File: src/rtl/cla_pipe_addsub_if.sv
// Stream bundle for the pipelined CLA adder/subtractor: operand side and result side.
interface cla_pipe_addsub_if #(
  parameter int WIDTH = 32
);
  logic             in_valid;
  logic             in_ready;
  logic [WIDTH-1:0] a;
  logic [WIDTH-1:0] b;
  logic             cin;
  logic             sub;
  logic             out_valid;
  logic             out_ready;
  logic [WIDTH-1:0] sum;
  logic             cout;
  logic             ovf;
  logic             zero;

  modport master (
    output in_valid, a, b, cin, sub, out_ready,
    input  in_ready, out_valid, sum, cout, ovf, zero
  );

  modport slave (
    input  in_valid, a, b, cin, sub, out_ready,
    output in_ready, out_valid, sum, cout, ovf, zero
  );
endinterface

File: src/rtl/cla_pipe_addsub.sv
// Pipelined carry-lookahead adder/subtractor: WIDTH bits split into STAGES registered
// carry segments, each built from 4-bit lookahead groups, with carry/overflow/zero flags.
module cla_pipe_addsub #(
  parameter int WIDTH  = 32,
  parameter int STAGES = 4
) (
  input  logic              clk,
  input  logic              rst,
  cla_pipe_addsub_if.slave  bus
);

  localparam int SEG  = (STAGES > 0) ? WIDTH / STAGES : 4;
  localparam int GRPS = SEG / 4;

  generate
    if ((STAGES < 1) || (WIDTH % 4 != 0) || (STAGES > WIDTH / 4) ||
        (WIDTH % (4 * STAGES) != 0)) begin : g_bad_param
      $error("cla_pipe_addsub: illegal WIDTH/STAGES combination");
    end
  endgenerate

  // Returns {carry into segment MSB, segment carry-out, segment sum}.
  function automatic logic [SEG+1:0] cla_seg(input logic [SEG-1:0] x,
                                             input logic [SEG-1:0] y,
                                             input logic           ci);
    logic [SEG-1:0] p;
    logic [SEG-1:0] g;
    logic [SEG:0]   c;
    logic [3:0]     p4;
    logic [3:0]     g4;
    logic           c0;
    logic           gg;
    logic           pg;
    p    = x ^ y;
    g    = x & y;
    c    = '0;
    c[0] = ci;
    for (int k = 0; k < GRPS; k++) begin
      p4 = p[4*k +: 4];
      g4 = g[4*k +: 4];
      c0 = c[4*k];
      c[4*k+1] = g4[0] | (p4[0] & c0);
      c[4*k+2] = g4[1] | (p4[1] & g4[0]) | (p4[1] & p4[0] & c0);
      c[4*k+3] = g4[2] | (p4[2] & g4[1]) | (p4[2] & p4[1] & g4[0]) |
                 (p4[2] & p4[1] & p4[0] & c0);
      gg = g4[3] | (p4[3] & g4[2]) | (p4[3] & p4[2] & g4[1]) |
           (p4[3] & p4[2] & p4[1] & g4[0]);
      pg = &p4;
      c[4*k+4] = gg | (pg & c0);
    end
    return {c[SEG-1], c[SEG], p ^ c[SEG-1:0]};
  endfunction

  logic [WIDTH-1:0] a_p   [STAGES];
  logic [WIDTH-1:0] b_p   [STAGES];
  logic [WIDTH-1:0] s_p   [STAGES];
  logic             c_p   [STAGES];
  logic             vld_p [STAGES];
  logic             ovf_p;
  logic             zero_p;

  logic [WIDTH-1:0] a_in  [STAGES];
  logic [WIDTH-1:0] b_in  [STAGES];
  logic [WIDTH-1:0] s_in  [STAGES];
  logic             c_in  [STAGES];
  logic [WIDTH-1:0] s_nxt [STAGES];
  logic [SEG+1:0]   seg_r [STAGES];
  logic             adv;

  assign adv          = ~vld_p[STAGES-1] | bus.out_ready;
  assign bus.in_ready = adv & ~rst;

  // Stage k consumes segment k of its skewed operands and merges the result
  // into the sum bits already produced by earlier stages.
  always_comb begin
    a_in[0] = bus.a;
    b_in[0] = bus.sub ? ~bus.b : bus.b;
    c_in[0] = bus.sub | bus.cin;
    s_in[0] = '0;
    for (int k = 1; k < STAGES; k++) begin
      a_in[k] = a_p[k-1];
      b_in[k] = b_p[k-1];
      c_in[k] = c_p[k-1];
      s_in[k] = s_p[k-1];
    end
    for (int k = 0; k < STAGES; k++) begin
      seg_r[k] = cla_seg(a_in[k][k*SEG +: SEG], b_in[k][k*SEG +: SEG], c_in[k]);
      s_nxt[k] = s_in[k];
      s_nxt[k][k*SEG +: SEG] = seg_r[k][SEG-1:0];
    end
  end

  // Stage boundary registers; reset clears valids and the visible result only.
  always_ff @(posedge clk) begin
    if (adv) begin
      for (int k = 0; k < STAGES; k++) begin
        a_p[k] <= a_in[k];
        b_p[k] <= b_in[k];
        s_p[k] <= s_nxt[k];
        c_p[k] <= seg_r[k][SEG];
      end
      ovf_p  <= seg_r[STAGES-1][SEG+1] ^ seg_r[STAGES-1][SEG];
      zero_p <= (s_nxt[STAGES-1] == '0);
    end
    if (rst) begin
      for (int k = 0; k < STAGES; k++) begin
        vld_p[k] <= 1'b0;
      end
      s_p[STAGES-1] <= '0;
      c_p[STAGES-1] <= 1'b0;
      ovf_p         <= 1'b0;
      zero_p        <= 1'b0;
    end else if (adv) begin
      vld_p[0] <= bus.in_valid;
      for (int k = 1; k < STAGES; k++) begin
        vld_p[k] <= vld_p[k-1];
      end
    end
  end

  assign bus.out_valid = vld_p[STAGES-1];
  assign bus.sum       = s_p[STAGES-1];
  assign bus.cout      = c_p[STAGES-1];
  assign bus.ovf       = ovf_p;
  assign bus.zero      = zero_p;

endmodule

File: src/flat_wrapper.sv
// flat-port wrapper written by rule: the top's interface ports become plain ports
module cla_pipe_addsub_flat 
#(
  parameter int WIDTH  = 32,
  parameter int STAGES = 4
)
  (clk, rst, bus_in_valid, bus_a, bus_b, bus_cin, bus_sub, bus_out_ready, bus_in_ready, bus_out_valid, bus_sum, bus_cout, bus_ovf, bus_zero);
  cla_pipe_addsub_if #(.WIDTH(WIDTH)) bus_i ();
  input  logic clk;
  input  logic rst;
  input wire logic [$bits(bus_i.in_valid)-1:0] bus_in_valid;
  input wire logic [$bits(bus_i.a)-1:0] bus_a;
  input wire logic [$bits(bus_i.b)-1:0] bus_b;
  input wire logic [$bits(bus_i.cin)-1:0] bus_cin;
  input wire logic [$bits(bus_i.sub)-1:0] bus_sub;
  input wire logic [$bits(bus_i.out_ready)-1:0] bus_out_ready;
  output wire logic [$bits(bus_i.in_ready)-1:0] bus_in_ready;
  output wire logic [$bits(bus_i.out_valid)-1:0] bus_out_valid;
  output wire logic [$bits(bus_i.sum)-1:0] bus_sum;
  output wire logic [$bits(bus_i.cout)-1:0] bus_cout;
  output wire logic [$bits(bus_i.ovf)-1:0] bus_ovf;
  output wire logic [$bits(bus_i.zero)-1:0] bus_zero;
  assign bus_i.in_valid = bus_in_valid;
  assign bus_i.a = bus_a;
  assign bus_i.b = bus_b;
  assign bus_i.cin = bus_cin;
  assign bus_i.sub = bus_sub;
  assign bus_i.out_ready = bus_out_ready;
  assign bus_in_ready = bus_i.in_ready;
  assign bus_out_valid = bus_i.out_valid;
  assign bus_sum = bus_i.sum;
  assign bus_cout = bus_i.cout;
  assign bus_ovf = bus_i.ovf;
  assign bus_zero = bus_i.zero;
  cla_pipe_addsub #(.WIDTH(WIDTH), .STAGES(STAGES)) u_core (.clk(clk), .rst(rst), .bus(bus_i));
endmodule
File: config.mk
export PLATFORM = sky130hd
export DESIGN_NAME = cla_pipe_addsub_flat
export DESIGN_NICKNAME = d
export VERILOG_FILES = /design/src/rtl/cla_pipe_addsub_if.sv /design/src/rtl/cla_pipe_addsub.sv /design/src/flat_wrapper.sv
export SDC_FILE = /design/constraint.sdc
export NUM_CORES = 1
export LEC_CHECK = 0
export CORE_ASPECT_RATIO = 1.1
export CORE_MARGIN = 8
export CORE_UTILIZATION = 45
export CTS_BUF_LIST = sky130_fd_sc_hd__clkbuf_8
export CTS_CLUSTER_DIAMETER = 30
export DETAILED_ROUTE_END_ITERATION = 7
export PLACE_DENSITY_LB_ADDON = 0.05
export SLEW_MARGIN = 20
export SYNTH_ARGS = -nofsm -noshare
export SYNTH_HDL_FRONTEND = slang
export SYNTH_SLANG_ARGS = --single-unit
File: constraint.sdc
create_clock -name clk -period 8.6 [get_ports clk]
set_clock_uncertainty 0.1 [all_clocks]
set_input_delay 1.72 -clock clk [delete_from_list [all_inputs] [get_ports clk]]
set_output_delay 1.72 -clock clk [all_outputs]
set_load 0.05 [all_outputs]
# After elaboration in Yosys (flattened, before gate mapping)
# Memories as Yosys holds them, arrays and structs flattened.
# Index checks and enable logic that the tools add are counted.
dict set report classes {
  n_bitwise 225
  n_reduce_logical 9
  mux 13
}
# operator count
set ops {}
lappend ops {{1-bit bitwise AND} 121}
lappend ops {{1-bit bitwise OR} 88}
lappend ops {{32-bit 2-to-1 mux} 2}
lappend ops {{8-bit XOR} 8}
lappend ops {{8-bit bitwise AND} 4}
lappend ops {{32-bit logical NOT} 1}
lappend ops {{32-bit inverter} 1}
lappend ops {{4-bit AND reduction} 8}
lappend ops {{1-bit 2-to-1 mux} 11}
lappend ops {{1-bit inverter} 2}
lappend ops {{1-bit XOR} 1}
dict set report word_totals {
  ramBits 392
  elab_cells 254
  output_inout_bits 37
  register_bits 2
  mem_count 5
  in_bits 70
}
# memory depth width read_ports rd_clocked_by_memory_dff write_ports line_no
set mem_list {}
lappend mem_list {u_core.a_p 4 32 3 0 4 cla_pipe_addsub.sv:54} ;# logic [WIDTH-1:0] a_p [STAGES];
lappend mem_list {u_core.b_p 4 32 3 0 4 cla_pipe_addsub.sv:55} ;# logic [WIDTH-1:0] b_p [STAGES];
lappend mem_list {u_core.s_p 4 32 4 0 4 cla_pipe_addsub.sv:56} ;# logic [WIDTH-1:0] s_p [STAGES];
lappend mem_list {u_core.c_p 4 1 4 0 4 cla_pipe_addsub.sv:57} ;# logic c_p [STAGES];
lappend mem_list {u_core.vld_p 4 1 4 0 4 cla_pipe_addsub.sv:58} ;# logic vld_p [STAGES];

# Depth between registers and ports, before layout
dict set report depth {
  depth_word 11
  mapped_depth 10
  ltp_nobuf 10
}

# Worst setup path after synthesis
# No wires, ideal clock.
dict set report synth_path {
  kind {input to output}
  start {in bus_out_ready}
  end {out bus_in_ready}
  t_arrival_ns 4.604
  required_time_ns 6.780
  path_slack_ns 2.176
  path_stages 2
  n_path_buf 0
  path_cell_list {nand2b_2 > nor2b_1}
}
dict set report synth_between {
  elab_chain_cells 2
}
# element line_no
set synth_lines {}
lappend synth_lines {{from (decl)} flat_wrapper.sv:16} ;# input wire logic [$bits(bus_i.out_ready)-1:0] bus_out_ready;
lappend synth_lines {{1-bit bitwise OR} cla_pipe_addsub.sv:70} ;# assign adv = ~vld_p[STAGES-1] | bus.out_ready;
lappend synth_lines {{1-bit bitwise AND} cla_pipe_addsub.sv:71} ;# assign bus.in_ready = adv & ~rst;
lappend synth_lines {{to (decl)} flat_wrapper.sv:17} ;# output wire logic [$bits(bus_i.in_ready)-1:0] bus_in_ready;
# No other way between the ends.

# Worst setup path after layout
dict set report layout_path {
  start {in bus_out_ready}
  end {out bus_in_ready}
}
dict set report layout_between {
  elab_chain_cells 2
}
# element line_no
set layout_lines {}
lappend layout_lines {{1-bit bitwise OR} cla_pipe_addsub.sv:70}
lappend layout_lines {{net u_core.adv} cla_pipe_addsub.sv:68} ;# logic adv;
lappend layout_lines {{1-bit bitwise AND} cla_pipe_addsub.sv:71}
# The timed path passes the listed nets, and every way through them passes these cells.

==> impl_metrics.toml <==
[status]
status = "finished, final reports clean"

[setup_path]
crit_type = "primary input to output port"
worstPathRequired_ns = 6.78
crit_fanout = 39
endpoint_kind = "output port"
reg2reg_depth = 10
critPathMaxStageDelay_ns = 0.85
crit_top_cell = "clkdlybuf4s50_1"
cpMaxStageDelayCell = "clkdlybuf4s50_1"
cp_cell_sequence = "clkdlybuf4s50_1, nand2b_4, nor2b_1, clkdlybuf4s50_1"
arrival_ns = 3.82
crit_path_start_kind = "primary input"

[detailed_routing]
via_count = 3734
wl_per_cell_um = 15.8
ant_nets = 0
drt-total-wl_um = 12300
drc = 0
drt_iter0_drc = 208
drt_first_pass_iters = 4
via_per_inst = 4.79

[hold_path]
whs_path_depth = 0
hp-class = "flip-flop to flip-flop"

[clocking]
clock-sinks = 186
numCtsBuffers = 17
cts_root_buffer = "clkbuf_8"
cts_tree = "built"
cts_setup_buffers = 0
post_cts_resized = 0
cts-hold-fix-buffers = 0
htreeDepth = 4
clk_latency_ns = 0.45
cts.path.max_buffers = 2
cts.clk_slew.worst_paths_ns = 0.08

[place]
place_ws_ns = 2.49
gp_congestion = 0.757
portBuffers = 106
dp_hpwl_um = 8620

[logic_synthesis]
synth_area_sq_mm = 0.00756
synth-seq-cells = 186
syn_nets = 551
synthArstFlopShare = 0
synthCells = 441
ys.flop_type = "edfxtp_1"
yosys.cell_types.count = 49
syn_avg_cell_area_sq_um = 17.2
ys_warn_count = 0
ys_seq_area_frac = 0.736
synth_edf_count = 184

[power]
p_sw_frac = 0.266
p_leak_nw = 3.54
power.sequential.fraction = 0.553
powerDensity_mw_per_mm2 = 243
p_switching_mw = 0.600
p_comb_frac = 0.195
cellInternalPower_mw = 1.65
vdd_drop_max_v = 0.000105
p_clk_frac = 0.252

[sta]
worstMarginPinSlew_ns = 1.01
rsz0062_at_grt = "false"
hold_viol = 0
slew_viol_final = 0
tns_ns = 0
slew_headroom = 0.329
max_freq_mhz = 177
final-setup-viol-count = 0
finalCritPeriodShare = 0.656
layout_setup_ws_ns = 2.96
period_needed_ns = 5.64

[finish]
syn2layout_area_growth_pct = 22.5
num-nets-final = 672
final_layout_size_suffix_gt1_frac = 0.0765
n_antenna_cell = 0
final_util = 0.564

[grt]
antenna_found_initial = 0
grt_pass1_wl_um = 19500
grt_pass1_vias = 3884
grt_usage = 0.119
grt_overflow = 0
grt_max_degree = 85

[floorplanning]
start_util = 0.460
core_sq_mm = 0.0164
rows = 49
dieArea_sq_mm = 0.0212
die-width_um = 140
die_h_um = 152
io-pin-count = 107

[run]
maxCapViolCount = 0
-- layout by cell type, fill, tap and decap left out, types with 2 or more instances in the layout --
cell type,n
o21bai_1,3
nand2_1,9
xor2_1,36
and2_1,4
a31oi_1,2
o21a_1,3
ha_1,32
o21ai_0,2
o211ai_1,4
edfxtp_1,184
nor2b_1,28
nand4_1,4
clkbuf_8,17
buf_4,3
a211oi_2,2
fa_1,8
a21oi_1,5
inv_1,27
clkinv_1,4
clkinvlp_4,3
xnor2_1,14
inv_6,2
nor2_1,22
a21oi_2,2
o21ai_1,2
bufinv_16,3
nor3_1,4
nor4_1,5
clkdlybuf4s50_1,105
dfxtp_1,2
a211oi_1,3
nand2b_1,2
a21o_1,6
-- state kept, by name, indices dropped and copies added (netlist names) --
name             flops
u_core.a_p          48
u_core.b_p          48
u_core.bus.ovf       1
u_core.bus.zero      1
u_core.c_p           4
u_core.s_p          80
u_core.vld_p         4
-- layer usage --
metal	vias up	wire, um	GRT usage
li1	1862	-	-
met1	1757	5700	0.145
met2	97	5860	0.191
met3	18	594	0.0426
met4	0	170	0.0435
met5	-	0	0
-- worst paths after layout --
path,startpoint,endpoint,slack [ns]
max,bus_out_ready,bus_in_ready,2.96
min,u_core.s_p[1][6]$_DFFE_PP_,u_core.s_p[2][6]$_DFFE_PP_,0.32
max reg2reg,u_core.b_p[2][25]$_DFFE_PP_,u_core.bus.zero$_SDFFE_PP0P_,5.52
min reg2reg,u_core.s_p[1][6]$_DFFE_PP_,u_core.s_p[2][6]$_DFFE_PP_,0.32
-- cell usage after synthesis, drive strengths merged (2+ instances only) --
library cell,n,area [sq um]
edfxtp,184,5530
xor2,36,315
ha,32,400
nor2b,28,175
inv,25,93.8
nor2,22,82.6
xnor2,14,123
nand2,9,33.8
fa,8,160
a21oi,7,42.5
a21o,6,45.0
buf,6,42.5
a211oi,5,47.5
nor3,5,30.0
nor4,5,31.3
o211ai,5,42.5
o21ai,5,28.8
and2,4,25.0
nand4,4,25.0
o21a,4,37.5
nand2b,3,21.3
o21bai,3,22.5
a31oi,2,12.5
and3,2,13.8
clkbuf,2,7.51
dfxtp,2,40.0
-- final cells by class --
| type | instances | area (sq um) |
|---|---|---|
| clock buffers | 17 | 234 |
| clock inverters | 15 | 158 |
| fillers | 1333 | 7170 |
| inverters | 25 | 93.8 |
| multi-input cells | 222 | 1860 |
| flip-flops and latches | 186 | 5570 |
| well taps | 204 | 255 |
| repair buffers | 110 | 1100 |
-- critical path, delay by kind of cell --
kind	cells	cell delay, ns
buffers and inverters	2	1.30
and+or+nand+nor	2	0.79
-- power by group through the flow --
stage	clock network (mW)	logic [mW]	registers [mW]
2_1_floorplan	0	0.183	1.36
3_3_place_gp	0	0.434	1.26
3_5_place_dp	0	0.442	1.27
4_1_cts	0.589	0.443	1.25
5_1_grt	0.623	0.472	1.26
6_report	0.568	0.438	1.25
-- stage by stage --
| step | instances | power (mW) | area, sq um | hold WS, ns |
|---|---|---|---|---|
| final | 779 | 2.25 | 9260 | 0.318 |
| after detailed placement | 746 | 1.71 | 8850 | 0.305 |
| after global placement | 746 | 1.70 | 8850 | 0.302 |
| after floorplan | 441 | 1.55 | 7560 | 0.300 |
| after global routing | 779 | 2.36 | 9260 | 0.325 |
| after CTS | 778 | 2.28 | 9240 | 0.321 |
-- logic make-up (layout without fill, tap and decap cells) --
family,Yosys count,in the layout,share of synthesized area
flops,186,186,0.736
simple gates,87,87,0.0632
xor+xnor,50,50,0.0579
compound gates,44,44,0.0486
fa+ha+maj,40,40,0.0741
buf+inv,33,167,0.0190
mux,1,1,0.00132
Power figures use the tool's default switching activity.
